`config.mk`:
```
export PLATFORM = sky130hd
export DESIGN_NAME = ble_config_loader
export DESIGN_NICKNAME = d
export VERILOG_FILES = /design/src/rtl/ble_cfg_pkg.sv /design/src/rtl/ble_strobe_decoder.sv /design/src/rtl/ble_config_loader.sv
export SDC_FILE = /design/constraint.sdc
export NUM_CORES = 1
export LEC_CHECK = 0
export ABC_AREA = 0
export BUFFER_PORTS_ARGS = -buffer_cell sky130_fd_sc_hd__buf_4
export CORE_UTILIZATION = 29
export DETAILED_ROUTE_END_ITERATION = 6
export HOLD_SLACK_MARGIN = 0.05
export PLACE_DENSITY = 0.6
export SLEW_MARGIN = 20
export SYNTH_ARGS = -nofsm -noshare
export SYNTH_HDL_FRONTEND = slang
export SYNTH_HIERARCHICAL = 1
export SYNTH_SLANG_ARGS = --single-unit
```
`constraint.sdc`:
```
create_clock -name clk_i -period 2 [get_ports clk_i]
set_input_delay 0.4 -clock clk_i [delete_from_list [all_inputs] [get_ports clk_i]]
set_output_delay 0.4 -clock clk_i [all_outputs]
set_load 0.02 [all_outputs]
```
`src/rtl/ble_cfg_pkg.sv`:
```
// Shared definitions for the BLE configuration loader: FSM state codes,
// width helpers and the per-bit strobe group mask.
package ble_cfg_pkg;

  localparam int STATE_W = 3;

  localparam logic [STATE_W-1:0] ST_IDLE      = 3'd0;
  localparam logic [STATE_W-1:0] ST_WAIT_WORD = 3'd1;
  localparam logic [STATE_W-1:0] ST_SETUP     = 3'd2;
  localparam logic [STATE_W-1:0] ST_PULSE     = 3'd3;
  localparam logic [STATE_W-1:0] ST_HOLD      = 3'd4;
  localparam logic [STATE_W-1:0] ST_FINISH    = 3'd5;

  // Integer ceiling division, used to size the number of words per load.
  function automatic int unsigned ceil_div(input int unsigned num, input int unsigned den);
    return (num + den - 1) / den;
  endfunction

  // Register width needed to count 0..v-1, never narrower than one bit.
  function automatic int unsigned clog2_min1(input int unsigned v);
    return (v <= 1) ? 1 : $clog2(v);
  endfunction

  // One bit of the group mask: bit bitIdx belongs to word wordIdx when it
  // falls in that word's DATA_SIZE-wide slice and exists in the SRAM.
  function automatic logic group_mask(input int unsigned wordIdx,
                                      input int unsigned bitIdx,
                                      input int unsigned dataSize,
                                      input int unsigned strobeSize);
    return (bitIdx < strobeSize) && ((bitIdx / dataSize) == wordIdx);
  endfunction

endpackage

```
`src/rtl/ble_strobe_decoder.sv`:
```
// Maps the current word index to the strobe group it drives. Purely
// combinational; the parent registers the result.
module ble_strobe_decoder
  import ble_cfg_pkg::*;
#(
  parameter int DATA_SIZE   = 8,
  parameter int STROBE_SIZE = 17,
  parameter int IDX_W       = 2
) (
  input  logic [IDX_W-1:0]       word_idx_i,
  input  logic                   enable_i,
  output logic [STROBE_SIZE-1:0] strobe_o
);

  // Build the clipped group mask bit by bit, gated by the enable.
  always_comb begin
    strobe_o = '0;
    for (int unsigned b = 0; b < STROBE_SIZE; b++) begin
      strobe_o[b] = enable_i && group_mask(32'(word_idx_i), b, DATA_SIZE, STROBE_SIZE);
    end
  end

endmodule

```
`src/rtl/ble_config_loader.sv`:
```
// Sequences the configuration SRAM load of one BLE: accepts words over a
// valid/ready stream and pulses one strobe group per word with fixed
// setup, pulse and hold timing. All outputs come straight from registers.
module ble_config_loader
  import ble_cfg_pkg::*;
#(
  parameter int DATA_SIZE    = 8,
  parameter int STROBE_SIZE  = 17,
  parameter int PULSE_CYCLES = 2
) (
  input  logic                   clk_i,
  input  logic                   rst_ni,
  input  logic                   start_i,
  input  logic                   abort_i,
  input  logic [DATA_SIZE-1:0]   in_data_i,
  input  logic                   in_valid_i,
  output logic                   in_ready_o,
  output logic [DATA_SIZE-1:0]   data_o,
  output logic [STROBE_SIZE-1:0] strobe_o,
  output logic                   busy_o,
  output logic                   done_o
);

  localparam int NUM_WORDS = int'(ceil_div(STROBE_SIZE, DATA_SIZE));
  localparam int IDX_W     = int'(clog2_min1(NUM_WORDS));
  localparam int CNT_W     = int'(clog2_min1(PULSE_CYCLES));

  localparam logic [IDX_W-1:0] LAST_IDX = IDX_W'(NUM_WORDS - 1);
  localparam logic [CNT_W-1:0] LAST_CNT = CNT_W'(PULSE_CYCLES - 1);

  logic [STATE_W-1:0]     state_q, state_d;
  logic [IDX_W-1:0]       wordIdx_q, wordIdx_d;
  logic [CNT_W-1:0]       pulseCnt_q, pulseCnt_d;
  logic [DATA_SIZE-1:0]   data_q, data_d;
  logic [STROBE_SIZE-1:0] strobe_q, strobe_d;
  logic                   inReady_q, busy_q, done_q;
  logic                   pulseNext;

  // Next-state logic; abort overrides every state and returns to idle.
  always_comb begin
    state_d    = state_q;
    wordIdx_d  = wordIdx_q;
    pulseCnt_d = pulseCnt_q;
    data_d     = data_q;
    if (abort_i) begin
      state_d    = ST_IDLE;
      wordIdx_d  = '0;
      pulseCnt_d = '0;
    end else begin
      case (state_q)
        ST_IDLE: begin
          if (start_i) begin
            state_d   = ST_WAIT_WORD;
            wordIdx_d = '0;
          end
        end
        ST_WAIT_WORD: begin
          if (in_valid_i) begin
            data_d  = in_data_i;
            state_d = ST_SETUP;
          end
        end
        ST_SETUP: begin
          state_d    = ST_PULSE;
          pulseCnt_d = '0;
        end
        ST_PULSE: begin
          if (pulseCnt_q == LAST_CNT) begin
            state_d    = ST_HOLD;
            pulseCnt_d = '0;
          end else begin
            pulseCnt_d = pulseCnt_q + 1'b1;
          end
        end
        ST_HOLD: begin
          if (wordIdx_q == LAST_IDX) begin
            state_d = ST_FINISH;
          end else begin
            wordIdx_d = wordIdx_q + 1'b1;
            state_d   = ST_WAIT_WORD;
          end
        end
        ST_FINISH: begin
          state_d   = ST_IDLE;
          wordIdx_d = '0;
        end
        default: begin
          state_d   = ST_IDLE;
          wordIdx_d = '0;
        end
      endcase
    end
  end

  assign pulseNext = (state_d == ST_PULSE);

  ble_strobe_decoder #(
    .DATA_SIZE   (DATA_SIZE),
    .STROBE_SIZE (STROBE_SIZE),
    .IDX_W       (IDX_W)
  ) u_strobe_decoder (
    .word_idx_i (wordIdx_d),
    .enable_i   (pulseNext),
    .strobe_o   (strobe_d)
  );

  // State, counters and output flags are all registered from next-state.
  always_ff @(posedge clk_i or negedge rst_ni) begin
    if (!rst_ni) begin
      state_q    <= ST_IDLE;
      wordIdx_q  <= '0;
      pulseCnt_q <= '0;
      data_q     <= '0;
      strobe_q   <= '0;
      inReady_q  <= 1'b0;
      busy_q     <= 1'b0;
      done_q     <= 1'b0;
    end else begin
      state_q    <= state_d;
      wordIdx_q  <= wordIdx_d;
      pulseCnt_q <= pulseCnt_d;
      data_q     <= data_d;
      strobe_q   <= strobe_d;
      inReady_q  <= (state_d == ST_WAIT_WORD);
      busy_q     <= (state_d != ST_IDLE);
      done_q     <= (state_d == ST_FINISH);
    end
  end

  assign in_ready_o = inReady_q;
  assign data_o     = data_q;
  assign strobe_o   = strobe_q;
  assign busy_o     = busy_q;
  assign done_o     = done_q;

endmodule

```
==> results of run 1 <==
## stage by stage
step	instances	worst slack (ns)	hold WS, ns	util (%)	cell area, um2
after floorplan	99	0.421	0.104	-	1330
after global placement	176	0.363	0.359	36.1	1580
after detailed placement	176	0.187	0.367	36.1	1580
after CTS	183	0.161	0.0612	37.9	1660
after global routing	183	0.0514	0.0818	38.1	1670
final	183	0.258	0.0554	38.1	1670
## state kept, by name (all words and copies together) (netlist names)
signal,count
wordIdx_q,2
in_ready_o,1
state_q,3
pulseCnt_q,1
busy_o,1
data_o,8
strobe_o,17
done_o,1
## cell usage after synthesis
cell type and number:
a21o_2 1, a21oi_1 5, a31oi_1 1, a32oi_1 2
and3b_1 3, buf_4 14, buf_6 1, dfrtp_1 34
ha_1 2, inv_1 4, mux2_1 4, mux2_2 4
nand2_1 1, nand2_2 1, nand2b_1 2, nor2_1 10
nor2_2 1, nor3_1 2, nor3b_1 1, nor3b_2 2
nor4b_2 1, o211ai_1 1, o31ai_2 1, or2_4 1
## power breakdown
part	leakage [nW]	internal [mW]	switching [mW]
Combinational	0.355	0.165	0.186
Clock	0.0373	0.238	0.230
Sequential	0.454	0.765	0.0406
## layout make-up
cell class | count | area (um2)
clock buffer | 6 | 72.6
clock inverter | 1 | 7.51
fill | 428 | 2720
inverter | 4 | 15.0
multi-input combinational | 46 | 358
sequential | 34 | 851
tap | 52 | 65.1
timing repair buffer | 40 | 300
## cells by family (layout without fill, tap and decap cells)
kind of cell               Yosys count  after routing  share of synthesized area, %
muxes                                8              8                          6.75
and+or+nand+nor                     25             25                          11.9
buffers and inverters               19             51                          9.85
AOI/OAI and AO/OA                   11             11                          5.82
DFF                                 34             34                          63.8
adders and majority gates            2              2                          1.88
## worst paths after layout
path	start	to
max	state_q[2]	strobe_o[1]
min	rst_ni	strobe_o[5]
max reg2reg	state_q[2]	strobe_o[1]
min reg2reg	data_o[7]	data_o[7]
max in group asynchronous	rst_ni	busy_o
min in group clk_i	abort_i	pulseCnt_q
## layer usage
layer,up-vias,share of wire [%],track usage [%]
met5,-,0,0
met4,0,1.7,4.00
met3,6,7.7,5.09
met2,37,48,16.6
met1,408,42,12.9
li1,381,-,-
==> results.sh, run 1 <==
export IMPL_grt_max_degree=35
export IMPL_post_cts_resized=0
export IMPL_path_cells="nand2b_1, a21oi_1, nor3_1, nor2_1, nor3b_4"
export IMPL_grt_pass1_wl_um=3990
export IMPL_cp_start_kind="flop"
export IMPL_slew_headroom_pct=71.9
export IMPL_timing_critical_path_buf_inv=0
export IMPL_routed_wl_um=2450
export IMPL_maxSlewViolCount=0
export IMPL_netlist_area_mm2=0.00133
export IMPL_synth_cell_types=24
export IMPL_cp_top_family="simple AND/OR/NAND/NOR gates"
export IMPL_critPathMaxFanout=11
export IMPL_num_vias=832
export IMPL_syn_inst=99
export IMPL_syn_num_nets=114
export IMPL_antennaDiodeCount=0
export IMPL_synth_seq_cells=34
export IMPL_synth_area_leaders="dfrtp_1 (64%), buf_4 (7.9%), mux2_1 (3.4%), mux2_2 (3.4%), nor2_1 (2.8%)"
export IMPL_ys_seq_area_share_pct=63.8
export IMPL_cp_end_kind="flop"
export IMPL_status="complete, no violations"
export IMPL_fin_crit_ns=1.74
export IMPL_areaGrowthSynthToFinish_pct=25.1
export IMPL_ant_nets=0
export IMPL_wire_per_inst_um=13.4
export IMPL_cts_buffers=5
export IMPL_rsz0062_at_grt="false"
export IMPL_fin_tns_setup_ns=0
export IMPL_syn_avg_cell_area_um2=13.5
export IMPL_core_area_mm2=0.00438
export IMPL_yosys_area_top_type="dfrtp_1"
export IMPL_ios=41
export IMPL_critPathKind="reg2reg"
export IMPL_yosysTopAreaCellShare_pct=63.8
export IMPL_clock_sinks=34
export IMPL_die_area_mm2=0.00487
export IMPL_setup_viol=0
export IMPL_max_stage_delay_ns=0.50
export IMPL_fin_nets=146
export IMPL_mostFrequentLayoutCell="buf_4"
export IMPL_post_cts_setup_buffers=0
export IMPL_clock_path_buffers=2
export IMPL_final_hold_viol_count=0
export IMPL_dr_pass1_iters=4
export IMPL_clock_fmax_mhz=574
export IMPL_cts_hold_buf=0
export IMPL_track_usage_pct=10.7
export IMPL_hp_class="in2async"
export IMPL_io_buffers=40
export IMPL_leakage_nw=0.846
export IMPL_cts_root_buf="clkbuf_8"
export IMPL_cp_depth=5
export IMPL_power_mw=1.62
export IMPL_crit_required_ns=2.15
export IMPL_drive_above_1_share_pct=44.3
export IMPL_via_per_inst=4.55
export IMPL_clk_pin_slew_ns=0.07
export IMPL_cts_tree="built"
export IMPL_first_global_vias=864
export IMPL_cts_max_level=2
export IMPL_tightest_slew_ns=0.420
export IMPL_drc=0
export IMPL_p_per_area_mw_per_mm2=973
export IMPL_die_height_um=69.8
export IMPL_row_count=24
export IMPL_peakVddDrop_uv=462
export IMPL_r2r_slack_ns=0.26
export IMPL_critPathSlowestCell="dfrtp_1"
export IMPL_clock_latency_ns=0.28
export IMPL_gp_congestion=0.883
export IMPL_drt_initial_drc_count=9
export IMPL_antenna_found_initial=0
export IMPL_drv_cap=0
export IMPL_r2r_cells=5
export IMPL_die_w_um=69.8
export IMPL_fin_crit_sh_pct=87.1
export IMPL_yosys_warnings=6
export IMPL_crit_arrival_ns=1.90
export IMPL_overflow=0
export IMPL_skew_ns=0.00351
export IMPL_dp_hpwl_um=1720
export IMPL_start_util_pct=30.4
export IMPL_final_cell_mix="buf_4 (40), dfrtp_1 (34), nor2_1 (10)"
Note: power is estimated with default switching activity, not from simulation.
==> run 2: changes to the inputs <==
--- a/config.mk
+++ b/config.mk
@@ -10,6 +10,7 @@
 export CORE_UTILIZATION = 29
 export DETAILED_ROUTE_END_ITERATION = 6
 export HOLD_SLACK_MARGIN = 0.05
+export MAX_ROUTING_LAYER = met4
 export PLACE_DENSITY = 0.6
 export SLEW_MARGIN = 20
 export SYNTH_ARGS = -nofsm -noshare
==> run 2 against run 1 <==
Net effect: worst setup slack hardly changed; clock skew hardly changed; fmax hardly changed; first-iteration DRC count stayed put; cell count stayed put; critical endpoint unchanged; power hardly changed; sequential cell count stayed put; sequential power hardly changed; sequential share of layout area stayed put; combinational power hardly changed; core utilization stayed put.
==> results.sh, run 2 (synthesis gave the netlist of run 1 again) <==
export IMPL_path_cells="nand2b_1, a21oi_1, nor3_1, nor2_1, nor3b_4"
export IMPL_fin_tns_setup_ns=0
export IMPL_fin_nets=146
export IMPL_max_stage_delay_ns=0.50
export IMPL_overflow=0
export IMPL_wl_met1_um=1050
export IMPL_r2r_end="strobe_o[1]"
export IMPL_skew_ns=0.00349
export IMPL_num_fill_cells=428
export IMPL_drv_cap=0
export IMPL_peakVddDrop_uv=462
export IMPL_core_area_mm2=0.00438
export IMPL_wire_per_inst_um=13.4
export IMPL_cts_max_level=2
export IMPL_status="complete, no violations"
export IMPL_switching_power_mw=0.456
export IMPL_switching_share_pct=28.1
export IMPL_dpl_cell_area_mm2=0.00158
export IMPL_clkPwrFrac_pct=28.8
export IMPL_start_util_pct=30.4
export IMPL_antenna_found_initial=0
export IMPL_cts_root_buf="clkbuf_8"
export IMPL_first_global_vias=864
export IMPL_leakage_nw=0.846
export IMPL_drc=0
export IMPL_grt_max_degree=35
export IMPL_design_area_mm2=0.00167
export IMPL_wl_met3_um=177
export IMPL_r2r_slack_ns=0.26
export IMPL_final_cell_mix="buf_4 (40), dfrtp_1 (34), nor2_1 (10)"
export IMPL_crit_required_ns=2.15
export IMPL_areaGrowthSynthToFinish_pct=25.1
export IMPL_critPathKind="reg2reg"
export IMPL_clock_fmax_mhz=574
export IMPL_gp_congestion=0.898
export IMPL_p_per_area_mw_per_mm2=973
export IMPL_mostFrequentLayoutCell="buf_4"
export IMPL_comb_power_share_pct=21.6
export IMPL_r2r_cells=5
export IMPL_ant_nets=0
export IMPL_fin_crit_sh_pct=87.1
export IMPL_critPathSlowestCell="dfrtp_1"
export IMPL_die_area_mm2=0.00487
export IMPL_tightest_slew_ns=0.420
export IMPL_die_w_um=69.8
export IMPL_largest_register_ffs=17
export IMPL_cp_end_kind="flop"
export IMPL_dr_pass1_iters=4
export IMPL_drive_above_1_share_pct=44.3
export IMPL_via_per_inst=4.55
export IMPL_cp_start_kind="flop"
export IMPL_p_int_mw=1.17
export IMPL_io_buffers=40
export IMPL_place_ws_ns=0.187
export IMPL_cp_top_family="simple AND/OR/NAND/NOR gates"
export IMPL_clock_sinks=34
export IMPL_drt_initial_drc_count=9
export IMPL_ios=41
export IMPL_hp_class="in2async"
export IMPL_timing_critical_path_buf_inv=0
export IMPL_cts_tree="built"
export IMPL_wl_met2_um=1190
export IMPL_routed_wl_um=2450
export IMPL_maxSlewViolCount=0
export IMPL_rsz0062_at_grt="false"
export IMPL_routed_top_layer="met4"
export IMPL_r2r_start="state_q[2]"
export IMPL_antennaDiodeCount=0
export IMPL_cts_hold_buf=0
export IMPL_setup_viol=0
export IMPL_dp_hpwl_um=1720
export IMPL_track_usage_pct=11.0
export IMPL_crit_arrival_ns=1.90
export IMPL_fin_util_pct=38.1
export IMPL_power_frac_seq_pct=49.6
export IMPL_fin_ws_ns=0.258
export IMPL_clk_pin_slew_ns=0.07
export IMPL_num_vias=832
export IMPL_grt_pass1_wl_um=4000
export IMPL_clock_latency_ns=0.28
export IMPL_critPathMaxFanout=11
export IMPL_row_count=24
export IMPL_clock_path_buffers=2
export IMPL_slew_headroom_pct=71.9
export IMPL_cts_buffers=5
export IMPL_final_hold_viol_count=0
export IMPL_die_height_um=69.8
export IMPL_fin_crit_ns=1.74
[run 2: cell counts in the layout (fill, tap and decap cells not counted)]
Identical to the previous run, type by type.
[run 2: power by group through the flow]
| stage | Sequential [mW] | Clock, mW | Combinational, mW |
|---|---|---|---|
| floorplan | 0.906 | 0 | 0.102 |
| global placement | 0.814 | 0 | 0.348 |
| detailed placement | 0.818 | 0 | 0.356 |
| CTS | 0.807 | 0.488 | 0.357 |
| global route | 0.817 | 0.513 | 0.372 |
| finish | 0.805 | 0.468 | 0.351 |
[run 2: per-stage QoR]
step           cells  power (mW)  hold slack, ns
2_1_floorplan     99        1.01           0.104
3_3_place_gp     176        1.16           0.359
3_5_place_dp     176        1.17           0.367
4_1_cts          183        1.65          0.0612
5_1_grt          183        1.70          0.0818
6_report         183        1.62          0.0554
[run 2: layer usage]
layer	global-route usage, %	vias up
met5	-	-
met4	4.00	0
met1	13.0	408
met3	4.94	6
li1	-	381
met2	16.6	37
[run 2: area by class of cell]
class | count | area (um2) | share of cell area [%]
Clock inverter | 1 | 7.51 | 0.450
Timing Repair Buffer | 40 | 300 | 18.0
Tap cell | 52 | 65.1 | 3.90
Sequential cell | 34 | 851 | 51.0
Multi-Input combinational cell | 46 | 358 | 21.4
Clock buffer | 6 | 72.6 | 4.35
Inverter | 4 | 15.0 | 0.900
[run 2: worst reg2reg max path: cells and delay by family, from the launching register on]
kind,cells,cell delay [ns]
DFF,1,0.50
and+or+nand+nor,4,0.87
AOI/OAI and AO/OA,1,0.23
[run 2: what timing repair did]
item,CTS,global route
buffers inserted,0,0
resized for setup,0,1
endpoints found under the setup margin,0,8
[run 2: worst max path at each step]
stage                from           to  cells after the start
2_1_floorplan  state_q[1]  strobe_o[1]                      6
3_3_place_gp   state_q[2]  strobe_o[3]                      5
3_5_place_dp   state_q[2]  strobe_o[5]                      5
4_1_cts        state_q[2]  strobe_o[5]                      5
5_1_grt        state_q[2]  strobe_o[5]                      5
6_report       state_q[2]  strobe_o[1]                      5
==> run 3: changes to the inputs <==
--- a/config.mk
+++ b/config.mk
@@ -8,10 +8,12 @@
 export ABC_AREA = 0
 export BUFFER_PORTS_ARGS = -buffer_cell sky130_fd_sc_hd__buf_4
 export CORE_UTILIZATION = 29
+export CTS_BUF_LIST = sky130_fd_sc_hd__clkbuf_8
 export DETAILED_ROUTE_END_ITERATION = 6
 export HOLD_SLACK_MARGIN = 0.05
 export MAX_ROUTING_LAYER = met4
 export PLACE_DENSITY = 0.6
+export SETUP_SLACK_MARGIN = 0.2
 export SLEW_MARGIN = 20
 export SYNTH_ARGS = -nofsm -noshare
 export SYNTH_HDL_FRONTEND = slang
==> constraint.sdc (replaced) <==
create_clock -name clk_i -period 2 [get_ports clk_i]
set_input_delay 0.3 -clock clk_i [delete_from_list [all_inputs] [get_ports clk_i]]
set_output_delay 0.3 -clock clk_i [all_outputs]
set_load 0.02 [all_outputs]
==> run 3 against run 2 <==
Net effect: sequential power about the same; clock power up 7.5%; non-clock buffer count up 1; via count down 1.6%; hold slack better by 0.17 ns; largest cell class unchanged; power up 2.5%; sequential cell count unchanged; worst setup slack better by 0.073 ns; critical path depth unchanged; first-iteration DRC count up 78%.
==> results.sh, run 3 (synthesis gave the netlist of run 1 again) <==
export IMPL_status="complete, no violations"
export IMPL_slew_headroom_pct=71.6
export IMPL_setup_viol=0
export IMPL_place_inst=176
export IMPL_antennaDiodeCount=0
export IMPL_hp_class="in2reg"
export IMPL_startpoint="state_q[0]"
export IMPL_leakage_nw=0.865
export IMPL_critPathKind="reg2reg"
export IMPL_grt_pass1_wl_um=4270
export IMPL_crit_arrival_ns=1.80
export IMPL_cts_max_level=2
export IMPL_mostFrequentLayoutCell="buf_4"
export IMPL_worstHoldStart="abort_i"
export IMPL_p_per_area_mw_per_mm2=981
export IMPL_num_fill_cells=425
export IMPL_comb_power_share_pct=21.3
export IMPL_cts_tree="built"
export IMPL_dr_pass1_iters=4
export IMPL_fin_tns_setup_ns=0
export IMPL_clock_sinks=34
export IMPL_areaGrowthSynthToFinish_pct=27.2
export IMPL_clkPwrFrac_pct=30.2
export IMPL_clock_latency_ns=0.28
export IMPL_cts_buffers=5
export IMPL_die_w_um=69.8
export IMPL_overflow=0
export IMPL_drc=0
export IMPL_p_int_mw=1.20
export IMPL_cts_root_buf="clkbuf_8"
export IMPL_cp_start_kind="flop"
export IMPL_r2r_start="state_q[0]"
export IMPL_skew_ns=0.00303
export IMPL_fin_crit_sh_pct=83.4
export IMPL_tightest_slew_ns=0.427
export IMPL_gp_congestion=0.760
export IMPL_final_cell_mix="buf_4 (40), dfrtp_1 (34), nor2_1 (9)"
export IMPL_switching_share_pct=27.7
export IMPL_first_global_vias=896
export IMPL_ios=41
export IMPL_row_count=24
export IMPL_routed_wl_um=2510
export IMPL_maxSlewViolCount=0
export IMPL_largest_register_ffs=17
export IMPL_wire_per_inst_um=13.6
export IMPL_fin_crit_ns=1.67
export IMPL_power_frac_seq_pct=48.4
export IMPL_start_util_pct=30.4
export IMPL_ant_nets=0
export IMPL_clk_pin_slew_ns=0.06
export IMPL_drt_initial_drc_count=16
export IMPL_seqCellArea_um2=851
export IMPL_switching_power_mw=0.460
export IMPL_dp_hpwl_um=1660
export IMPL_fin_util_pct=38.7
export IMPL_clock_fmax_mhz=599
export IMPL_die_area_mm2=0.00487
export IMPL_fin_nets=147
export IMPL_io_buffers=40
export IMPL_crit_required_ns=2.14
export IMPL_num_vias=819
export IMPL_track_usage_pct=12.0
export IMPL_grt_max_degree=35
export IMPL_cp_end_kind="flop"
export IMPL_final_cells=185
export IMPL_via_per_inst=4.43
export IMPL_drive_above_1_share_pct=45.9
export IMPL_final_hold_viol_count=0
export IMPL_critPathMaxFanout=8
export IMPL_clock_path_buffers=2
export IMPL_core_area_mm2=0.00438
export IMPL_drv_cap=0
export IMPL_multiInputGateArea_um2=364
export IMPL_peakVddDrop_uv=489
export IMPL_rsz0062_at_grt="true"
export IMPL_die_height_um=69.8
export IMPL_antenna_found_initial=0
==> run 3: changes by cell type in the layout (fill, tap and decap cells not counted), sizes merged <==
cell	delta
inv	+1
clkinvlp	-1
dlygate4sd3	+1
clkinv	+1
==> run 3: critical path: stages, from the launching register on <==
cell and delay (ns):
dfrtp_1 0.45, nor2_1 0.12, a21oi_1 0.22, a32oi_1 0.10
nor2_1 0.32, and3b_1 0.31
==> run 3: timing repair <==
action	4_1_cts	5_1_grt
resized for setup	0	3
hold buffers	1	0
endpoints found under the hold margin	34	0
setup endpoints to repair	0	8
setup buffers	0	0
==> run 3: path summary, 6_finish.rpt <==
path / to / slack [ns] / depth (start not counted)
max: strobe_o[13] / 0.33 / 5
min: pulseCnt_q / 0.22 / 2
max reg2reg: strobe_o[13] / 0.33 / 5
min reg2reg: data_o[1] / 0.50 / 1
max in group asynchronous: state_q[1] / 1.20 / 2
min in group asynchronous: strobe_o[3] / 0.50 / 2
==> run 3: routing by layer <==
| layer | vias up | global-route usage, % | part of all wire (%) |
|---|---|---|---|
| met5 | - | - | 0 |
| met4 | 0 | 4.67 | 1.8 |
| met3 | 6 | 5.09 | 7.1 |
| met2 | 40 | 17.8 | 49 |
| met1 | 391 | 14.5 | 42 |
| li1 | 382 | - | - |
==> run 3: per-stage QoR <==
step                      power, mW  instance area (um2)  hold slack, ns  setup WS, ns
after floorplan                1.01                 1330         0.00441         0.421
after global placement         1.16                 1580           0.257         0.379
after detailed placement       1.17                 1580           0.267         0.268
after CTS                      1.69                 1680           0.215         0.208
after global routing           1.76                 1700           0.227         0.190
final                          1.66                 1700           0.221         0.331
==> run 3: layout make-up <==
cell class | instances | share of cell area [%]
tap | 52 | 3.83
inverter | 4 | 0.885
multi-input combinational | 46 | 21.5
clock inverter | 2 | 0.516
timing repair buffer | 41 | 18.3
clock buffer | 6 | 4.87
sequential | 34 | 50.1
==> run 3: power groups by stage <==
stage | Combinational (mW) | Clock, mW | Sequential [mW]
finish | 0.355 | 0.503 | 0.806
CTS | 0.358 | 0.529 | 0.807
floorplan | 0.102 | 0 | 0.906
global placement | 0.349 | 0 | 0.814
detailed placement | 0.355 | 0 | 0.819
global route | 0.380 | 0.561 | 0.816
